## src/rtl/lector_adc_mcp3201_pkg.sv

```systemverilog
// adc_pkg: shared constants and FSM state codes for the MCP3201 serial reader.
// Latency: n/a (declarations only).
// Backpressure: n/a.
//
// Contents: MCP3201 frame geometry (clk_adc pulses per frame, data bits,
// rise number that carries the null bit) and the reader state encoding.
package adc_pkg;

  // MCP3201 frame geometry: 15 clocks per read, 12 data bits, null bit on rise 3.
  localparam int MCP_TOTAL_BITS = 15;
  localparam int MCP_DATOS_BITS = 12;
  localparam int MCP_IDX_NULO   = 3;

  // Reader FSM encoding, kept as plain constants so older tools can consume it.
  typedef logic [2:0] estado_t;

  localparam estado_t REPOSO    = 3'd0;
  localparam estado_t ACTIVA_CS = 3'd1;
  localparam estado_t RELOJ     = 3'd2;
  localparam estado_t FIN       = 3'd3;
  localparam estado_t ESPERA    = 3'd4;

endpackage

```

## src/rtl/lector_adc_mcp3201_generador_tick.sv

```systemverilog
// generador_tick: half-period tick for the ADC serial clock.
// Latency: first tick DIV cycles after a clear, then one tick every DIV cycles.
// Backpressure: none; free-running apart from the synchronous clear.
//
// Ports:
//   clk, rst_n  system clock, asynchronous active-low reset
//   i_limpia    synchronous clear; the counter restarts from 0 next cycle
//   o_tick      one-cycle pulse every DIV cycles (always high when DIV=1)
module generador_tick #(
  parameter int DIV = 4
) (
  input  logic clk,
  input  logic rst_n,
  input  logic i_limpia,
  output logic o_tick
);

  localparam int CW = $clog2(DIV + 1);
  localparam logic [CW-1:0] ULTIMO = CW'(DIV - 1);

  logic [CW-1:0] r_cnt;

  always_ff @(posedge clk or negedge rst_n) begin
    if (!rst_n) begin
      r_cnt <= '0;
    end else if (i_limpia || (r_cnt == ULTIMO)) begin
      r_cnt <= '0;
    end else begin
      r_cnt <= r_cnt + CW'(1);
    end
  end

  assign o_tick = (r_cnt == ULTIMO);

endmodule

```

## src/rtl/lector_adc_mcp3201.sv

```systemverilog
// lector_adc_mcp3201: MCP3201 serial-read master, emits one 12-bit word per frame.
// Latency: strobe 2*DIV*total_bits cycles after cs falls (cs falls 1 cycle after inicio).
// Backpressure: none; the consumer must take dato on the dato_valido strobe.
//
// Ports:
//   clk, rst_n        system clock, asynchronous active-low reset
//   inicio            start request (only honoured while idle)
//   continuo          chain another frame after the cs-high gap
//   datos_adc         serial data from the ADC
//   clk_adc, cs       ADC serial clock (idles low) and chip select (active low)
//   dato, dato_valido converted word and its one-cycle strobe
//   err_nulo          null bit read as 1, qualified by dato_valido
//   ocupado           frame in progress (including the cs-high gap)
module lector_adc_mcp3201
  import adc_pkg::*;
#(
  parameter int DIV        = 4,
  parameter int datos_bits = MCP_DATOS_BITS,
  parameter int total_bits = MCP_TOTAL_BITS,
  parameter int T_CSH      = 8
) (
  input  logic                  clk,
  input  logic                  rst_n,
  input  logic                  inicio,
  input  logic                  continuo,
  input  logic                  datos_adc,
  output logic                  clk_adc,
  output logic                  cs,
  output logic [datos_bits-1:0] dato,
  output logic                  dato_valido,
  output logic                  err_nulo,
  output logic                  ocupado
);

  localparam int RW = $clog2(total_bits + 1);
  localparam int EW = $clog2(T_CSH + 1);
  localparam logic [RW-1:0] SUBIDAS_FIN = RW'(total_bits);
  localparam logic [EW-1:0] ESPERA_ULT  = EW'(T_CSH - 1);

  estado_t               r_estado;
  estado_t               w_estado_sig;
  logic [RW-1:0]         r_subidas;
  logic [EW-1:0]         r_espera;
  // Only the null bit and the data bits are ever read back; the undefined and
  // sample-phase bits fall off the top of the register before FIN.
  logic [datos_bits:0]   r_shift;
  logic                  r_clk_adc;
  logic                  r_cs;
  logic [datos_bits-1:0] r_dato;
  logic                  r_valido;
  logic                  r_err;
  logic                  r_ocupado;
  logic                  w_tick;
  logic                  w_entra_activa;
  logic                  w_reloj_activo;

  always_comb begin
    w_estado_sig = r_estado;
    unique case (r_estado)
      REPOSO:    if (inicio) w_estado_sig = ACTIVA_CS;
      ACTIVA_CS: if (w_tick) w_estado_sig = RELOJ;
      // Leave on the half-period boundary that would be the last falling edge.
      RELOJ:     if (w_tick && r_clk_adc && (r_subidas == SUBIDAS_FIN)) w_estado_sig = FIN;
      FIN:       w_estado_sig = ESPERA;
      ESPERA:    if (r_espera == ESPERA_ULT) w_estado_sig = continuo ? ACTIVA_CS : REPOSO;
      default:   w_estado_sig = REPOSO;
    endcase
  end

  assign w_entra_activa = (w_estado_sig == ACTIVA_CS) && (r_estado != ACTIVA_CS);
  // The ACTIVA_CS->RELOJ tick is itself the first rising edge of clk_adc.
  assign w_reloj_activo = (r_estado == ACTIVA_CS) || (r_estado == RELOJ);

  generador_tick #(
    .DIV(DIV)
  ) u_tick (
    .clk     (clk),
    .rst_n   (rst_n),
    .i_limpia(w_entra_activa),
    .o_tick  (w_tick)
  );

  always_ff @(posedge clk or negedge rst_n) begin
    if (!rst_n) begin
      r_estado  <= REPOSO;
      r_cs      <= 1'b1;
      r_clk_adc <= 1'b0;
      r_dato    <= '0;
      r_valido  <= 1'b0;
      r_err     <= 1'b0;
      r_ocupado <= 1'b0;
      r_subidas <= '0;
      r_espera  <= '0;
      r_shift   <= '0;
    end else begin
      r_estado <= w_estado_sig;
      r_valido <= 1'b0;
      r_err    <= 1'b0;
      if (w_entra_activa) begin
        r_cs      <= 1'b0;
        r_ocupado <= 1'b1;
        r_clk_adc <= 1'b0;
        r_subidas <= '0;
      end else if (w_estado_sig == FIN) begin
        r_cs      <= 1'b1;
        r_clk_adc <= 1'b0;
        r_dato    <= r_shift[datos_bits-1:0];
        r_err     <= r_shift[datos_bits];
        r_valido  <= 1'b1;
        r_espera  <= '0;
      end else if (w_reloj_activo && w_tick) begin
        r_clk_adc <= ~r_clk_adc;
        if (!r_clk_adc) begin
          r_shift   <= {r_shift[datos_bits-1:0], datos_adc};
          r_subidas <= r_subidas + RW'(1);
        end
      end
      if (r_estado == ESPERA) begin
        r_espera <= r_espera + EW'(1);
        if (w_estado_sig == REPOSO) r_ocupado <= 1'b0;
      end
    end
  end

  assign clk_adc     = r_clk_adc;
  assign cs          = r_cs;
  assign dato        = r_dato;
  assign dato_valido = r_valido;
  assign err_nulo    = r_err;
  assign ocupado     = r_ocupado;

endmodule

```

## config.mk

```make
export PLATFORM = sky130hd
export DESIGN_NAME = lector_adc_mcp3201
export DESIGN_NICKNAME = d
export VERILOG_FILES = /design/src/rtl/lector_adc_mcp3201_pkg.sv /design/src/rtl/lector_adc_mcp3201_generador_tick.sv /design/src/rtl/lector_adc_mcp3201.sv
export SDC_FILE = /design/constraint.sdc
export NUM_CORES = 1
export LEC_CHECK = 0
export ABC_AREA = 0
export CORE_AREA = 8 8 79 81
export DETAILED_ROUTE_END_ITERATION = 7
export DIE_AREA = 0 0 87 89
export GPL_ROUTABILITY_DRIVEN = 0
export GPL_TIMING_DRIVEN = 0
export SETUP_SLACK_MARGIN = 0.2
export SLEW_MARGIN = 20
export SYNTH_ARGS = -nofsm -noshare
export SYNTH_HDL_FRONTEND = slang
export SYNTH_SLANG_ARGS = --single-unit
```

## constraint.sdc

```tcl
create_clock -name clk -period 2.5 [get_ports clk]
set_input_delay 0.5 -clock clk [delete_from_list [all_inputs] [get_ports clk]]
set_output_delay 0.5 -clock clk [all_outputs]
set_load 0.01 [all_outputs]
```

==> qor.yml <==
floorplan:
  dieArea_um2: 7740
  die_w_um: 87
  start_util_pct: 39.0
  die_y_um: 89
  core-area_um2: 4980
  rows: 26
  ios: 22
synth:
  syn_nets: 150
  synth.distinct_cells: 37
  synth_edf_count: 0
  ys_warn_count: 0
  seq_area_frac_synth_pct: 56.8
  syn_area_um2: 1940
  synth-main-ff-cell: "dfrtp_1"
  syn_inst: 141
  async_flop_share_pct: 100
  synth_seq_cells: 44
  syn_area_per_cell_um2: 13.8
timing:
  grt_setup_unrepaired: "false"
  setup_viol: 0
  maxSlewViolCount: 0
  whs_ns: 0.158
  fin_crit_sh_pct: 83.3
  fin_crit_ns: 2.08
  finClkSkew_ns: 0.00785
  slew-limit-headroom_pct: 67.2
  tightestPinTransition_ns: 0.493
  setup_slack_ns: 0.418
  hold_viol: 0
  clock.fmax_mhz: 480
clock_tree:
  post_cts_buffers: 0
  path_clk_slew_ns: 0.08
  cts.root.buffer_cell: "clkbuf_8"
  cts_hold_repair.buffers: 0
  cts_buffers: 5
  clk_path_buf_depth: 2
  cts_tree: "done"
  cts.repair.resized: 0
  cts.sinks: 44
  clkLatencyLatePin_ns: 0.30
  cts_htree_levels: 2
setup_path:
  crit_path_start_kind: "flip-flop"
  end_kind: "flip-flop"
  crit_path_max_fanout: 8
  max_stage_delay_ns: 0.39
  critPathKind: "reg -> reg"
  crit_chain: "ha_1 -> ha_1 -> nand2b_1 -> or3_1 -> buf_6 -> clkinv_1 -> mux2_2"
  crit_path_top_delay_cell: "or3_1"
  arrival_ns: 2.27
  crit_top_cell: "ha_1"
  required_ns: 2.69
layout:
  area_growth_syn_to_layout_pct: 21.0
  fillers: 438
  final_layout_size_suffix_gt1_share_pct: 26.9
  diodes: 0
  final_cells: 241
  stdcell_area_um2: 2350
  nets: 179
job:
  drv_cap: 0
global_route:
  gr-total-overflow: 0
  grt_pass1_wl_mm: 6.15
  antenna_found_initial: 0
  grt_max_degree: 25
  grt.total_usage_pct: 10.4
  first_global_vias: 1231
worst_hold_path:
  hold_class: "in -> async"
routing:
  avgRoutedWirePerCell_um: 14.6
  dr.pass1.iters: 4
  drc: 0
  dr_total_vias: 1138
  drt-total-wl_mm: 3.52
  ant_nets: 0
  drtIter0Drc: 50
  viasPerCell: 4.72
status:
  status: "finished, final reports clean"
pwr:
  ir_drop_uv: 304
  total_leakage_power_nw: 1.10
  power.density_nw_per_um2: 505
  p_total_mw: 1.19
place:
  placed_area_um2: 2260
  place_ws_ns: 0.383
  hpwl_mm: 2.50
  io_buffers: 21
  dp_cells: 233
sequential cells by signal, indices dropped and copies added (netlist names):
name and flops:
r_espera 4, clk_adc 1, r_shift 13, r_subidas 4, r_estado 3, dato 12
u_tick.r_cnt 3, cs 1, dato_valido 1, ocupado 1, err_nulo 1
layout make-up:
type | count | area [µm²] | area share [%]
Tap cell | 70 | 87.6 | 3.73
Timing Repair Buffer | 22 | 233 | 9.90
Buffer | 7 | 90.1 | 3.83
Sequential cell | 44 | 1100 | 46.9
Clock buffer | 5 | 68.8 | 2.93
Inverter | 2 | 7.51 | 0.319
Clock inverter | 3 | 18.8 | 0.799
Multi-Input combinational cell | 88 | 742 | 31.6
path summary, 6_finish.rpt:
kind	from	to	slack (ns)	cells past startpoint
setup / recovery	u_tick.r_cnt[0]$_DFF_PN0_	dato[1]$_DFFE_PN0P_	0.42	7
min in group clk	u_tick.r_cnt[0]$_DFF_PN0_	u_tick.r_cnt[0]$_DFF_PN0_	0.44	1
setup reg to reg	u_tick.r_cnt[0]$_DFF_PN0_	dato[1]$_DFFE_PN0P_	0.42	7
hold / removal	rst_n	dato[2]$_DFFE_PN0P_	0.16	1
max in group asynchronous	rst_n	cs$_DFFE_PN1P_	1.78	2
hold reg to reg	u_tick.r_cnt[0]$_DFF_PN0_	u_tick.r_cnt[0]$_DFF_PN0_	0.44	1
layer usage:
layer	track usage [%]	vias up	part of all wire [%]
li1	-	551	-
met2	17.9	16	52
met5	0	-	0
met3	4.04	6	4.9
met1	11.0	565	42
met4	4.69	0	1.8
critical path: cells and delay by family (launching register included):
| kind | cells | cell delay [ns] |
|---|---|---|
| buf+inv | 2 | 0.33 |
| fa+ha+maj | 2 | 0.41 |
| mux | 1 | 0.36 |
| flops | 1 | 0.36 |
| simple gates | 2 | 0.50 |
cells in the mapped netlist, types with 2 or more instances:
master	number	area, µm²
dfrtp_1	43	1080
mux2_2	14	158
mux2_4	11	165
nand2_1	8	30.0
nor2_1	6	22.5
buf_6	4	45.0
ha_1	4	50.1
mux2i_1	4	40.0
nand3_1	4	20.0
nor3_1	4	20.0
o21ai_0	4	20.0
a21oi_1	3	15.0
buf_12	2	40.0
nand2b_1	2	12.5
nand4_1	2	12.5
nor3b_1	2	15.0
o21ai_1	2	10.0
o22ai_1	2	12.5
or3_1	2	12.5
kinds of logic after synthesis:
family,Yosys count,synth area share (%)
mux,29,18.7
xor+xnor,2,0.902
buf+inv,9,5.03
simple gates,38,10.8
fa+ha+maj,4,2.58
compound gates,15,5.22
flops,44,56.8
per-stage QoR:
step	setup TNS (ns)	util, %
2_1_floorplan	0	-
3_3_place_gp	-9.04	45.0
3_5_place_dp	0	45.5
4_1_cts	0	47.2
5_1_grt	0	47.2
6_report	0	47.2
power by group:
group	switching (mW)	total (mW)	internal, mW
sequential	0.00390	0.721	0.717
combinational	0.0165	0.0301	0.0136
clock	0.242	0.436	0.195
cells in the final DEF, fill, tap and decap left out, drive strengths merged, types with 4 or more instances in the layout:
cell / n
clkdlybuf4s50: 20
nand2: 8
nor3: 4
clkbuf: 5
ha: 4
o21ai: 7
clkinv: 4
mux2: 25
nor2: 6
mux2i: 4
nand3: 4
buf: 9
dfrtp: 43
(Power assumes the default switching activity.)
==> patch 1, RTL diff (same settings) <==
Register the inputs `inicio`, `continuo` and `datos_adc` before use, without a reset. The logic sees them one clock later. Comments in the files are not updated.
--- a/src/rtl/lector_adc_mcp3201.sv
+++ b/src/rtl/lector_adc_mcp3201.sv
@@ -39,2 +39,12 @@
 
+  logic inicio_q;
+  logic continuo_q;
+  logic datos_adc_q;
+
+  always_ff @(posedge clk) begin
+    inicio_q    <= inicio;
+    continuo_q  <= continuo;
+    datos_adc_q <= datos_adc;
+  end
+
   estado_t               r_estado;
@@ -59,3 +69,3 @@
     unique case (r_estado)
-      REPOSO:    if (inicio) w_estado_sig = ACTIVA_CS;
+      REPOSO:    if (inicio_q) w_estado_sig = ACTIVA_CS;
       ACTIVA_CS: if (w_tick) w_estado_sig = RELOJ;
@@ -64,3 +74,3 @@
       FIN:       w_estado_sig = ESPERA;
-      ESPERA:    if (r_espera == ESPERA_ULT) w_estado_sig = continuo ? ACTIVA_CS : REPOSO;
+      ESPERA:    if (r_espera == ESPERA_ULT) w_estado_sig = continuo_q ? ACTIVA_CS : REPOSO;
       default:   w_estado_sig = REPOSO;
@@ -113,3 +123,3 @@
         if (!r_clk_adc) begin
-          r_shift   <= {r_shift[datos_bits-1:0], datos_adc};
+          r_shift   <= {r_shift[datos_bits-1:0], datos_adc_q};
           r_subidas <= r_subidas + RW'(1);
Behaviour: not the same (a bounded check fails within 4 cycles, from zero or initial values and one cycle with rst_n low).
==> patch 1 against the unedited design <==
  * Clock skew is 2.2 ps lower
  * Sequential share of layout area up 1.4 points
  * Count of clock-buffer cells in the layout is the same
  * Fmax is 2.2% higher
  * Synthesized area up 3.3%
  * Worst setup slack improved by 44 ps
  * Critical endpoint is now dato[0]$_DFFE_PN0P_
  * Largest cell class unchanged
  * Sequential cell count rose by 3
  * Final area rose by 2.4%
  * Wire length fell by 6.2%
  * Highest routed layer unchanged
Power is not compared: it rests on default switching activity, and its combinational part moved more than twofold at a synthesized area within 25%.
==> patch 1: results (changes against the unedited design) <==
INFO  metric status = completed (unchanged)
INFO  metric grtUsageTotal = 9.26% (was 10.4%)
INFO  metric worst_ep_arrival_time = 2220 ps (was 2270 ps)
INFO  metric clk_share = 3.69% (was 3.73%)
INFO  metric synth_adder_area_share = 2.50% (was 2.58%)
INFO  metric netlist_instances = 144 (was 141)
INFO  metric global_route_wire_length_before_repair = 5.52 mm (was 6.15 mm)
INFO  metric post_drt_wl_per_cell = 13.5 µm (was 14.6 µm)
INFO  metric hpwl = 2.39 mm (was 2.50 mm)
INFO  metric p_sw = 643 µW
INFO  metric io_buffers = 21 (unchanged)
INFO  metric cts.sinks = 47 (was 44)
INFO  metric layout.filler_cells = 431 (was 438)
INFO  metric power.sequential.total = 979 µW
INFO  metric grt_max_degree = 33 (was 25)
INFO  metric route.final.wire_length = 3.30 mm (was 3.52 mm)
INFO  metric muxShareOfSynthArea = 18.4% (was 18.7%)
INFO  metric number_of_nets_in_the_layout = 182 (was 179)
INFO  metric multi_input_comb_area = 746 µm² (was 742 µm²)
INFO  metric skew = 5.61 ps (was 7.85 ps)
INFO  metric drt_iter0_markers = 45 (was 50)
INFO  metric yosysSeqAreaShare = 58.0% (was 56.8%)
INFO  metric worst-path-max-fanout = 7 (was 8)
INFO  metric dp_cells = 236 (was 233)
INFO  metric maxSlewHeadroom = 72.6% (was 67.2%)
INFO  metric synth.top_cells.by_area = sky130_fd_sc_hd__dfrtp_1 54%, sky130_fd_sc_hd__mux2_2 8.4%, sky130_fd_sc_hd__mux2_4 7.5% (was sky130_fd_sc_hd__dfrtp_1 55%, sky130_fd_sc_hd__mux2_4 8.5%, sky130_fd_sc_hd__mux2_2 8.1%)
INFO  metric route.detailed.vias_per_inst = 4.76 (was 4.72)
INFO  metric share_of_post_route_cells_with_drive_strength_above_1 = 27.0% (was 26.9%)
INFO  metric synth_top_cells_by_count = 43 x sky130_fd_sc_hd__dfrtp_1, 15 x sky130_fd_sc_hd__mux2_2, 10 x sky130_fd_sc_hd__mux2_4, 7 x sky130_fd_sc_hd__nand2_1, 6 x sky130_fd_sc_hd__nor2_1 (was 43 x sky130_fd_sc_hd__dfrtp_1, 14 x sky130_fd_sc_hd__mux2_2, 11 x sky130_fd_sc_hd__mux2_4, 8 x sky130_fd_sc_hd__nand2_1, 6 x sky130_fd_sc_hd__nor2_1)
INFO  metric synthesis.nets = 153 (was 150)
INFO  metric n_all_buffers = 29 (unchanged)
INFO  metric synth_compound_area_share = 5.30% (was 5.22%)
INFO  metric bufAreaShareNonClock = 13.1% (was 13.7%)
INFO  metric yosys.area_share.xor_xnor = 0.437% (was 0.902%)
INFO  metric asyncSetResetFlopFracSynth = 93.6% (was 100%)
INFO  metric sequential_cell_area = 1160 µm² (was 1100 µm²)
patch 1: cells by family after synthesis:
group,Yosys count
fa+ha+maj,4
mux,30
simple gates,37
flops,47
compound gates,16
xor+xnor,1
buf+inv,9
patch 1: through the flow:
step / utilization, % / worst slack (ps) / setup TNS, ps / instance area, µm²
detailed placement: 46.6 / 456 / 0 / 2320
global route: 48.4 / 332 / 0 / 2410
finish: 48.4 / 462 / 0 / 2410
global placement: 46.3 / -149 / -6300 / 2300
floorplan: - / 655 / 0 / 2010
CTS: 48.4 / 440 / 0 / 2410
patch 1: final timing paths:
| kind | from | end | slack, ps |
|---|---|---|---|
| worst max-delay path | u_tick.r_cnt[0]$_DFF_PN0_ | dato[0]$_DFFE_PN0P_ | 460 |
| worst min-delay path | rst_n | r_estado[1]$_DFF_PN0_ | 90 |
| worst max register to register | u_tick.r_cnt[0]$_DFF_PN0_ | dato[0]$_DFFE_PN0P_ | 460 |
| worst min register to register | u_tick.r_cnt[0]$_DFF_PN0_ | u_tick.r_cnt[0]$_DFF_PN0_ | 440 |
| max in group asynchronous | rst_n | dato[11]$_DFFE_PN0P_ | 1950 |
| min in group clk | u_tick.r_cnt[0]$_DFF_PN0_ | u_tick.r_cnt[0]$_DFF_PN0_ | 440 |
patch 1: layer usage:
layer,routed length (µm),vias to the layer above,global-route usage [%],share of wire [%]
li1,-,560,-,-
met1,1490,578,10.3,45
met2,1630,19,15.3,50
met3,127,4,3.40,3.9
met4,40,0,4.69,1.2
met5,0,-,0,0
patch 1: worst register-to-register path: cells and delay by family (launching register included):
kind                     cells  cell delay, ps
adder cells (fa/ha/maj)      2             410
buffers and inverters        2             310
flip-flops                   1             350
AND/OR/NAND/NOR              2             500
multiplexers                 1             350
==> patch 2, RTL diff (same settings) <==
Without the edit above. The package constant `MCP_TOTAL_BITS` goes from 15 to 19.
--- a/src/rtl/lector_adc_mcp3201_pkg.sv
+++ b/src/rtl/lector_adc_mcp3201_pkg.sv
@@ -9,3 +9,3 @@
   // MCP3201 frame geometry: 15 clocks per read, 12 data bits, null bit on rise 3.
-  localparam int MCP_TOTAL_BITS = 15;
+  localparam int MCP_TOTAL_BITS = 19;
   localparam int MCP_DATOS_BITS = 12;
Check against the original RTL: same outputs for any inputs over 10 cycles, from zero or initial values and one cycle with rst_n low; that may be too few to reach the edited logic, so the function may still have changed.
==> patch 2 against the unedited design <==
  * Worst setup slack better by 210 ps
  * Wire length up 4.3%
  * Largest cell class unchanged
  * Highest routed layer unchanged
  * Critical endpoint unchanged
  * First-iteration DRC count down 46%
  * Synthesized area up 7.2%
  * Final area up 5.8%
  * Sequential cell count up 1
Power is not compared: it rests on default switching activity, and its combinational part moved more than twofold at a synthesized area within 25%.
==> patch 2: results (changes against the unedited design) <==
INFO  metric drt_iter0_markers = 27 (was 50)
INFO  metric layout.filler_cells = 466 (was 438)
INFO  metric grtUsageTotal = 10.5% (was 10.4%)
INFO  metric reg2reg_depth = 6 (was 7)
INFO  metric via_count = 1275 (was 1138)
INFO  metric fin_cells = 256 (was 241)
INFO  metric ff2ff_setup_slack = 630 ps (was 420 ps)
INFO  metric maxSlewHeadroom = 66.5% (was 67.2%)
INFO  metric synth_top_cells_by_count = 44 x sky130_fd_sc_hd__dfrtp_1, 17 x sky130_fd_sc_hd__mux2_4, 12 x sky130_fd_sc_hd__nand3_1, 8 x sky130_fd_sc_hd__mux2_2 (was 43 x sky130_fd_sc_hd__dfrtp_1, 14 x sky130_fd_sc_hd__mux2_2, 11 x sky130_fd_sc_hd__mux2_4, 8 x sky130_fd_sc_hd__nand2_1, 6 x sky130_fd_sc_hd__nor2_1)
INFO  metric synthesis.nets = 165 (was 150)
INFO  metric skew = 5.60 ps (was 7.85 ps)
INFO  metric slowest_stage = sky130_fd_sc_hd__dfrtp_1 (was sky130_fd_sc_hd__or3_1)
INFO  metric netlist_instances = 156 (was 141)
INFO  metric cp_top_family = adder cells (was simple AND/OR/NAND/NOR gates)
INFO  metric yosysSeqAreaShare = 54.1% (was 56.8%)
INFO  metric worst-path-max-fanout = 10 (was 8)
INFO  metric hpwl = 2.63 mm (was 2.50 mm)
INFO  metric bufAreaShareNonClock = 11.9% (was 13.7%)
INFO  metric grt_antenna_before_repair = 0 (unchanged)
INFO  metric via_count_of_the_first_global_routing_pass = 1341 (was 1231)
INFO  metric clkSlewWorstSetupHoldPaths = 80 ps (about the same)
INFO  metric multi_input_comb_area = 877 µm² (was 742 µm²)
INFO  metric worst_path_largest_cell_delay = 400 ps
INFO  metric clockBufferCount = 6 (was 5)
INFO  metric status = completed (unchanged)
INFO  metric dp_cells = 248 (was 233)
INFO  metric regToRegEndpoint = dato[1]$_DFFE_PN0P_ (unchanged)
INFO  metric seqAreaFraction = 45.4% (was 46.9%)
INFO  metric grt_max_degree = 27 (was 25)
INFO  metric n_all_buffers = 29 (unchanged)
INFO  metric final-hold-violation-count = 0 (unchanged)
INFO  metric worst_ep_arrival_time = 2050 ps (was 2270 ps)
INFO  metric inverters_excl_clock = 4 (was 2)
INFO  metric synth.top_cells.by_area = sky130_fd_sc_hd__dfrtp_1 53%, sky130_fd_sc_hd__mux2_4 12%, sky130_fd_sc_hd__mux2_2 4.3% (was sky130_fd_sc_hd__dfrtp_1 55%, sky130_fd_sc_hd__mux2_4 8.5%, sky130_fd_sc_hd__mux2_2 8.1%)
INFO  metric global_route_wire_length_before_repair = 6.29 mm (was 6.15 mm)
INFO  metric yosys_warnings = 0 (unchanged)
INFO  metric share_of_post_route_cells_with_drive_strength_above_1 = 26.9% (about the same)
INFO  metric clk_share = 3.32% (was 3.73%)
[patch 2: cell types whose count changed in the layout (fill, tap and decap cells not counted), sizes merged, moves of 3 or more]
cell	unedited run	this run
nor2b	1	4
nand3	4	12
inv	1	4
nand3b	1	4
[patch 2: layer usage]
| layer | vias up | wire length [µm] | track usage, % |
|---|---|---|---|
| met4 | 0 | 52 | 4.23 |
| met5 | - | 0 | 0 |
| li1 | 608 | - | - |
| met3 | 4 | 206 | 4.04 |
| met2 | 22 | 1770 | 17.3 |
| met1 | 641 | 1640 | 12.1 |
[patch 2: cells by family after synthesis]
family,Yosys count,share of synthesized area [%]
adder cells (fa/ha/maj),4,2.40
multiplexers,27,17.5
flip-flops,45,54.1
buffers and inverters,11,3.73
AND/OR/NAND/NOR,46,13.9
AO/OA/AOI/OAI,20,6.67
XOR/XNOR,3,1.62
[patch 2: how the worst max path moves through the flow]
stage                               endpoint  cells past startpoint                       from  slack [ps]
global placement      r_shift[8]$_DFFE_PN0P_                      1                      rst_n        -240
global route             dato[1]$_DFFE_PN0P_                      6  u_tick.r_cnt[0]$_DFF_PN0_         520
floorplan                dato[0]$_DFFE_PN0P_                      6  u_tick.r_cnt[0]$_DFF_PN0_         800
CTS                      dato[1]$_DFFE_PN0P_                      6  u_tick.r_cnt[0]$_DFF_PN0_         600
detailed placement  r_subidas[3]$_DFFE_PN0P_                      4                   continuo         610
finish                   dato[1]$_DFFE_PN0P_                      6  u_tick.r_cnt[0]$_DFF_PN0_         630
[patch 2: per-stage QoR]
step	utilization (%)	TNS (ps)	cell area, µm²
final	49.9	0	2480
after floorplan	-	0	2080
after global routing	49.9	0	2480
after global placement	47.8	-10570	2380
after CTS	49.9	0	2480
after detailed placement	48.3	0	2400
